## config.mk

```make
export PLATFORM = sky130hd
export DESIGN_NAME = lsu_byte_serial
export DESIGN_NICKNAME = d
export VERILOG_FILES = /design/src/rtl/cpu_pkg.sv /design/src/rtl/load_extend.sv /design/src/rtl/lsu_byte_serial.sv
export SDC_FILE = /design/constraint.sdc
export NUM_CORES = 1
export LEC_CHECK = 0
export CORE_ASPECT_RATIO = 0.9
export CORE_MARGIN = 2
export CORE_UTILIZATION = 45
export DETAILED_ROUTE_END_ITERATION = 10
export PLACE_DENSITY = 0.71
export SYNTH_ARGS = -nofsm -noshare
export SYNTH_HDL_FRONTEND = slang
export SYNTH_SLANG_ARGS = --single-unit
```

## constraint.sdc

```tcl
create_clock -name clk -period 4.1 [get_ports clk]
set_input_delay 0.41 -clock clk [delete_from_list [all_inputs] [get_ports clk]]
set_output_delay 0.41 -clock clk [all_outputs]
set_load 0.01 [all_outputs]
```

## src/rtl/cpu_pkg.sv

```systemverilog
// Shared CPU types: memory access widths, load/store unit states and a width helper.
package cpu_pkg;

  typedef enum logic [1:0] {
    BITS8  = 2'd0,
    BITS16 = 2'd1,
    BITS32 = 2'd2
  } MemWidth;

  typedef enum logic [1:0] {
    IDLE = 2'd0,
    XFER = 2'd1,
    RESP = 2'd2
  } LsuState;

  function automatic logic [2:0] width_bytes(MemWidth w);
    case (w)
      BITS8:   return 3'd1;
      BITS16:  return 3'd2;
      default: return 3'd4;
    endcase
  endfunction

endpackage

```

## src/rtl/load_extend.sv

```systemverilog
// Sign/zero extension of assembled little-endian load bytes to 32 bits.
module load_extend
  import cpu_pkg::*;
(
  input  logic [31:0] bytes_i,
  input  MemWidth     width_i,
  input  logic        unsigned_i,
  output logic [31:0] data_o
);

  always_comb begin
    data_o = bytes_i;
    case (width_i)
      BITS8:   data_o = {{24{bytes_i[7]  & ~unsigned_i}}, bytes_i[7:0]};
      BITS16:  data_o = {{16{bytes_i[15] & ~unsigned_i}}, bytes_i[15:0]};
      default: data_o = bytes_i;
    endcase
  end

endmodule

```

## src/rtl/lsu_byte_serial.sv

```systemverilog
// Load/store unit: serialises LB/LH/LW/LBU/LHU/SB/SH/SW onto an 8-bit
// little-endian Ram port and returns extended load data.
module lsu_byte_serial
  import cpu_pkg::*;
#(
  parameter int ADDR_W = 32
) (
  input  logic              clk,
  input  logic              rst_n,
  input  logic              req_valid,
  output logic              req_ready,
  input  logic              req_write,
  input  logic [1:0]        req_width,
  input  logic              req_unsigned,
  input  logic [ADDR_W-1:0] req_addr,
  input  logic [31:0]       req_wdata,
  output logic              resp_valid,
  output logic              resp_err,
  output logic [31:0]       resp_rdata,
  output logic [ADDR_W-1:0] mem_addr,
  output logic              mem_we,
  output logic [7:0]        mem_wdata,
  input  logic [7:0]        mem_rdata
);

  LsuState           state_q;
  logic [1:0]        idx_q;
  logic              write_q;
  MemWidth           width_q;
  logic              unsigned_q;
  logic [ADDR_W-1:0] addr_q;
  logic [31:0]       wdata_q;
  logic [31:0]       bytes_q;
  logic              resp_valid_q;
  logic              resp_err_q;
  logic [31:0]       resp_rdata_q;
  logic [ADDR_W-1:0] mem_addr_q;
  logic              mem_we_q;
  logic [7:0]        mem_wdata_q;

  logic [1:0]  idx_d;
  logic [31:0] bytes_d;
  logic [31:0] ext_data;
  logic        last_byte;

  assign idx_d     = idx_q + 2'd1;
  assign last_byte = ({1'b0, idx_q} == (width_bytes(width_q) - 3'd1));

  // Current Ram byte merged in so the final byte reaches the extender
  // in the same cycle it is read.
  always_comb begin
    bytes_d = bytes_q;
    bytes_d[{idx_q, 3'b000} +: 8] = mem_rdata;
  end

  load_extend u_load_extend (
    .bytes_i    (bytes_d),
    .width_i    (width_q),
    .unsigned_i (unsigned_q),
    .data_o     (ext_data)
  );

  always_ff @(posedge clk) begin
    if (!rst_n) begin
      state_q      <= IDLE;
      idx_q        <= 2'd0;
      write_q      <= 1'b0;
      width_q      <= BITS8;
      unsigned_q   <= 1'b0;
      addr_q       <= '0;
      wdata_q      <= 32'd0;
      bytes_q      <= 32'd0;
      resp_valid_q <= 1'b0;
      resp_err_q   <= 1'b0;
      resp_rdata_q <= 32'd0;
      mem_addr_q   <= '0;
      mem_we_q     <= 1'b0;
      mem_wdata_q  <= 8'd0;
    end else begin
      resp_valid_q <= 1'b0;
      case (state_q)
        IDLE: begin
          if (req_valid) begin
            write_q    <= req_write;
            width_q    <= MemWidth'(req_width);
            unsigned_q <= req_unsigned;
            addr_q     <= req_addr;
            wdata_q    <= req_wdata;
            idx_q      <= 2'd0;
            bytes_q    <= 32'd0;
            if (req_width == 2'd3) begin
              state_q      <= RESP;
              resp_valid_q <= 1'b1;
              resp_err_q   <= 1'b1;
            end else begin
              state_q     <= XFER;
              mem_addr_q  <= req_addr;
              mem_we_q    <= req_write;
              mem_wdata_q <= req_wdata[7:0];
            end
          end
        end
        XFER: begin
          bytes_q <= bytes_d;
          idx_q   <= idx_d;
          if (last_byte) begin
            state_q      <= RESP;
            resp_valid_q <= 1'b1;
            mem_we_q     <= 1'b0;
            if (!write_q) resp_rdata_q <= ext_data;
          end else begin
            mem_addr_q  <= addr_q + {{(ADDR_W-2){1'b0}}, idx_d};
            mem_wdata_q <= wdata_q[{idx_d, 3'b000} +: 8];
          end
        end
        RESP: begin
          state_q    <= IDLE;
          resp_err_q <= 1'b0;
        end
        default: state_q <= IDLE;
      endcase
    end
  end

  assign req_ready  = (state_q == IDLE);
  assign resp_valid = resp_valid_q;
  assign resp_err   = resp_err_q;
  assign resp_rdata = resp_rdata_q;
  assign mem_addr   = mem_addr_q;
  assign mem_we     = mem_we_q;
  assign mem_wdata  = mem_wdata_q;

endmodule

```

==> results.json <==
{
  "status": "finished, final reports clean",
  "drtIter0Drc": 608,
  "yosys.area_share.simple": 0.213,
  "grtUsageTotal": 0.229,
  "core-area_um2": 17600,
  "clkLatencyLatePin_ns": 0.43,
  "critPathRequiredTime_ns": 4.43,
  "ys_warn_count": 0,
  "cap_violations": 0,
  "cts_hold_buffers": 0,
  "die_x_um": 145,
  "synth-compound-area-share": 0.214,
  "combPwrFrac": 0.171,
  "synth_top_family_by_area": "compound AO/OA/AOI/OAI gates",
  "hold_path_depth": 2,
  "power_frac_seq": 0.447,
  "firstDrtPassIters": 5,
  "synthesis.area_um2": 8040,
  "fin_skew_ns": 0.00696,
  "muxShareOfSynthArea": 0.0398,
  "viasPerCell": 5.55,
  "finalCritPeriodShare": 0.776,
  "r2r_setup_slack_ns": 0.92,
  "avgRoutedWirePerCell_um": 16.6,
  "port_buffers": 154,
  "setup_viol": 0,
  "rsz0062_at_grt": "false",
  "cts_resized": 0,
  "cp.arrival_ns": 3.51,
  "cp_max_fo": 18,
  "drc": 0,
  "leakagePower_nw": 3.63,
  "gp_congestion": 0.817,
  "path_cells": "buf_4 > inv_1 > ha_1 > fa_1 > nand4_1 > or4_1 > o21ai_0 > nand3_1 > a22o_2",
  "hp-class": "flop to flop",
  "slowest_delay_ns": 0.68,
  "maxSlewHeadroom": 0.247,
  "fin_nets": 1164,
  "r2r_end": "mem_addr[20]",
  "tightest_slew_ns": 1.13,
  "htreeDepth": 4,
  "die_area_um2": 19000,
  "clk_pin_slew_ns": 0.07,
  "grt_pass1_vias": 6781,
  "synth_top_area_cell": "dfxtp_1",
  "crit_slowest_cell": "or4_1",
  "path_class": "flop to flop",
  "reg2reg_from": "idx_q[0]",
  "total_power_mw": 4.39,
  "final_antenna_net_count": 0,
  "whs_endpoint": "wdata_q[22]",
  "grt_pass1_wl_um": 35200,
  "synth_nets": 1053,
  "grt_remaining_overflow": 0,
  "postCtsSetupBuffers": 0,
  "cts-root-buf": "clkbuf_16",
  "yosysSeqAreaShare": 0.446,
  "cts_tree": "done",
  "synth_most_common_cell": "nand2_1",
  "ys.flop_type": "dfxtp_1",
  "synth_cells": 966,
  "rr_worst_depth": 9,
  "internal_power_mw": 3.18,
  "yosys.area_share.adder": 0.0134,
  "peakVddDrop_mv": 0.327,
  "grt_max_degree": 69,
  "area_delta_synth_final_pct": 27.8,
  "hold_start": "wdata_q[22]",
  "crit_path_end_kind": "flop",
  "cp-start-kind": "flop",
  "synth_xor_area_frac": 0.0251,
  "final_layout_size_suffix_gt1_frac": 0.0752,
  "yosys.area.top_type_share": 0.446,
  "pin_count": 155,
  "synth_commonest_cells": "nand2_1 (195), dfxtp_1 (179), a21oi_1 (101)",
  "dp.final_hpwl_um": 14900,
  "fmax_mhz": 314,
  "ys_types": 71,
  "cts_max_path_buffers": 2,
  "row_count": 46,
  "fin_crit_ns": 3.18,
  "swShare": 0.275,
  "antennaDiodeCount": 0,
  "power_switching_mw": 1.21,
  "powerDensity_nw_per_um2": 427,
  "antenna_found_initial": 0,
  "die_height_um": 131,
  "ys_ff_latch": 179,
  "synth_area_leaders": "dfxtp_1 (45%), nand2_1 (9.1%), a21oi_1 (6.3%), nor2_1 (3.8%), a22oi_1 (3.6%)",
  "avgSynthCellArea_um2": 8.32,
  "cts_sinks": 179,
  "cts_buffers": 17,
  "vias": 7380,
  "wirelength_um": 22100,
  "async_reset_ff_frac": 0,
  "drv_slew": 0,
  "clkPwrFrac": 0.382,
  "fin_setup_tns_ns": 0,
  "start_util": 0.458,
  "hold_viol": 0,
  "synth_edf_count": 0,
  "cp-startpoint": "idx_q[0]"
}
-- power groups by stage --
stage	Sequential, mW	Combinational (mW)	Clock [mW]
6_report	1.96	0.752	1.68
3_5_place_dp	2.00	0.751	0
3_3_place_gp	2.00	0.741	0
5_1_grt	1.98	0.822	1.77
2_1_floorplan	1.99	0.400	0
4_1_cts	1.96	0.754	1.70
-- registers in the layout, indices dropped and copies added, names as in the netlist, 8 cells and up --
signal,cells
addr_q,32
bytes_q,32
mem_addr,32
resp_rdata,32
wdata_q,32
mem_wdata,8
-- kinds of logic after synthesis --
| kind of cell | count (synthesis) |
|---|---|
| AND/OR/NAND/NOR | 373 |
| buffers and inverters | 96 |
| flip-flops | 179 |
| multiplexers | 22 |
| AO/OA/AOI/OAI | 265 |
| adder cells (fa/ha/maj) | 8 |
| XOR/XNOR | 23 |
-- layer usage --
metal	GRT usage	up-vias	routed length (um)
met5	0	-	0
met4	0.0588	0	210
met3	0.0569	24	1680
met2	0.349	274	9800
met1	0.327	3466	10400
li1	-	3616	-
-- cells in the final DEF (no fill, tap or decap), types with 8 or more instances in the layout --
| master | n |
|---|---|
| o221a_2 | 9 |
| nand2_1 | 195 |
| nor2_1 | 82 |
| xor2_1 | 16 |
| dfxtp_1 | 179 |
| o21ai_0 | 45 |
| mux2i_1 | 14 |
| mux4_2 | 8 |
| nand3_1 | 32 |
| a21oi_1 | 101 |
| clkdlybuf4s50_1 | 153 |
| buf_4 | 14 |
| nor3_1 | 9 |
| a311oi_1 | 10 |
| clkbuf_16 | 17 |
| inv_1 | 18 |
| a22oi_1 | 39 |
| nand4_1 | 10 |
| a22o_1 | 16 |
-- worst max-delay path by stage --
| stage | to |
|---|---|
| 3_3_place_gp | mem_addr[20] |
| 2_1_floorplan | mem_addr[20] |
| 3_5_place_dp | mem_addr[20] |
| 4_1_cts | mem_addr[20] |
| 6_report | mem_addr[20] |
| 5_1_grt | mem_addr[20] |
-- worst max-delay path: cells and delay by family, from the launching register on --
kind / cells / cell delay [ns]
AOI/OAI and AO/OA: 2 / 0.45
DFF: 1 / 0.31
adders and majority gates: 2 / 0.92
buffers and inverters: 2 / 0.42
and+or+nand+nor: 3 / 0.97
-- per-stage QoR --
stage	utilization	instance area, um2	setup WS [ns]	instances	hold slack, ns
detailed placement	0.551	9680	0.949	1298	0.446
global route	0.586	10300	0.762	1330	0.478
CTS	0.586	10300	0.924	1330	0.455
floorplan	-	8040	0.989	966	0.433
global placement	0.551	9680	1.01	1298	0.440
finish	0.586	10300	0.920	1330	0.452
-- area by class of cell --
class                      count  area, um2
clock inverter                13        158
fill                        1565       7270
inverter                      20       77.6
timing repair buffer         168       1640
clock buffer                  19        443
sequential                   179       3580
tap                          240        300
multi-input combinational    691       4080
Power figures use the tool's default switching activity.
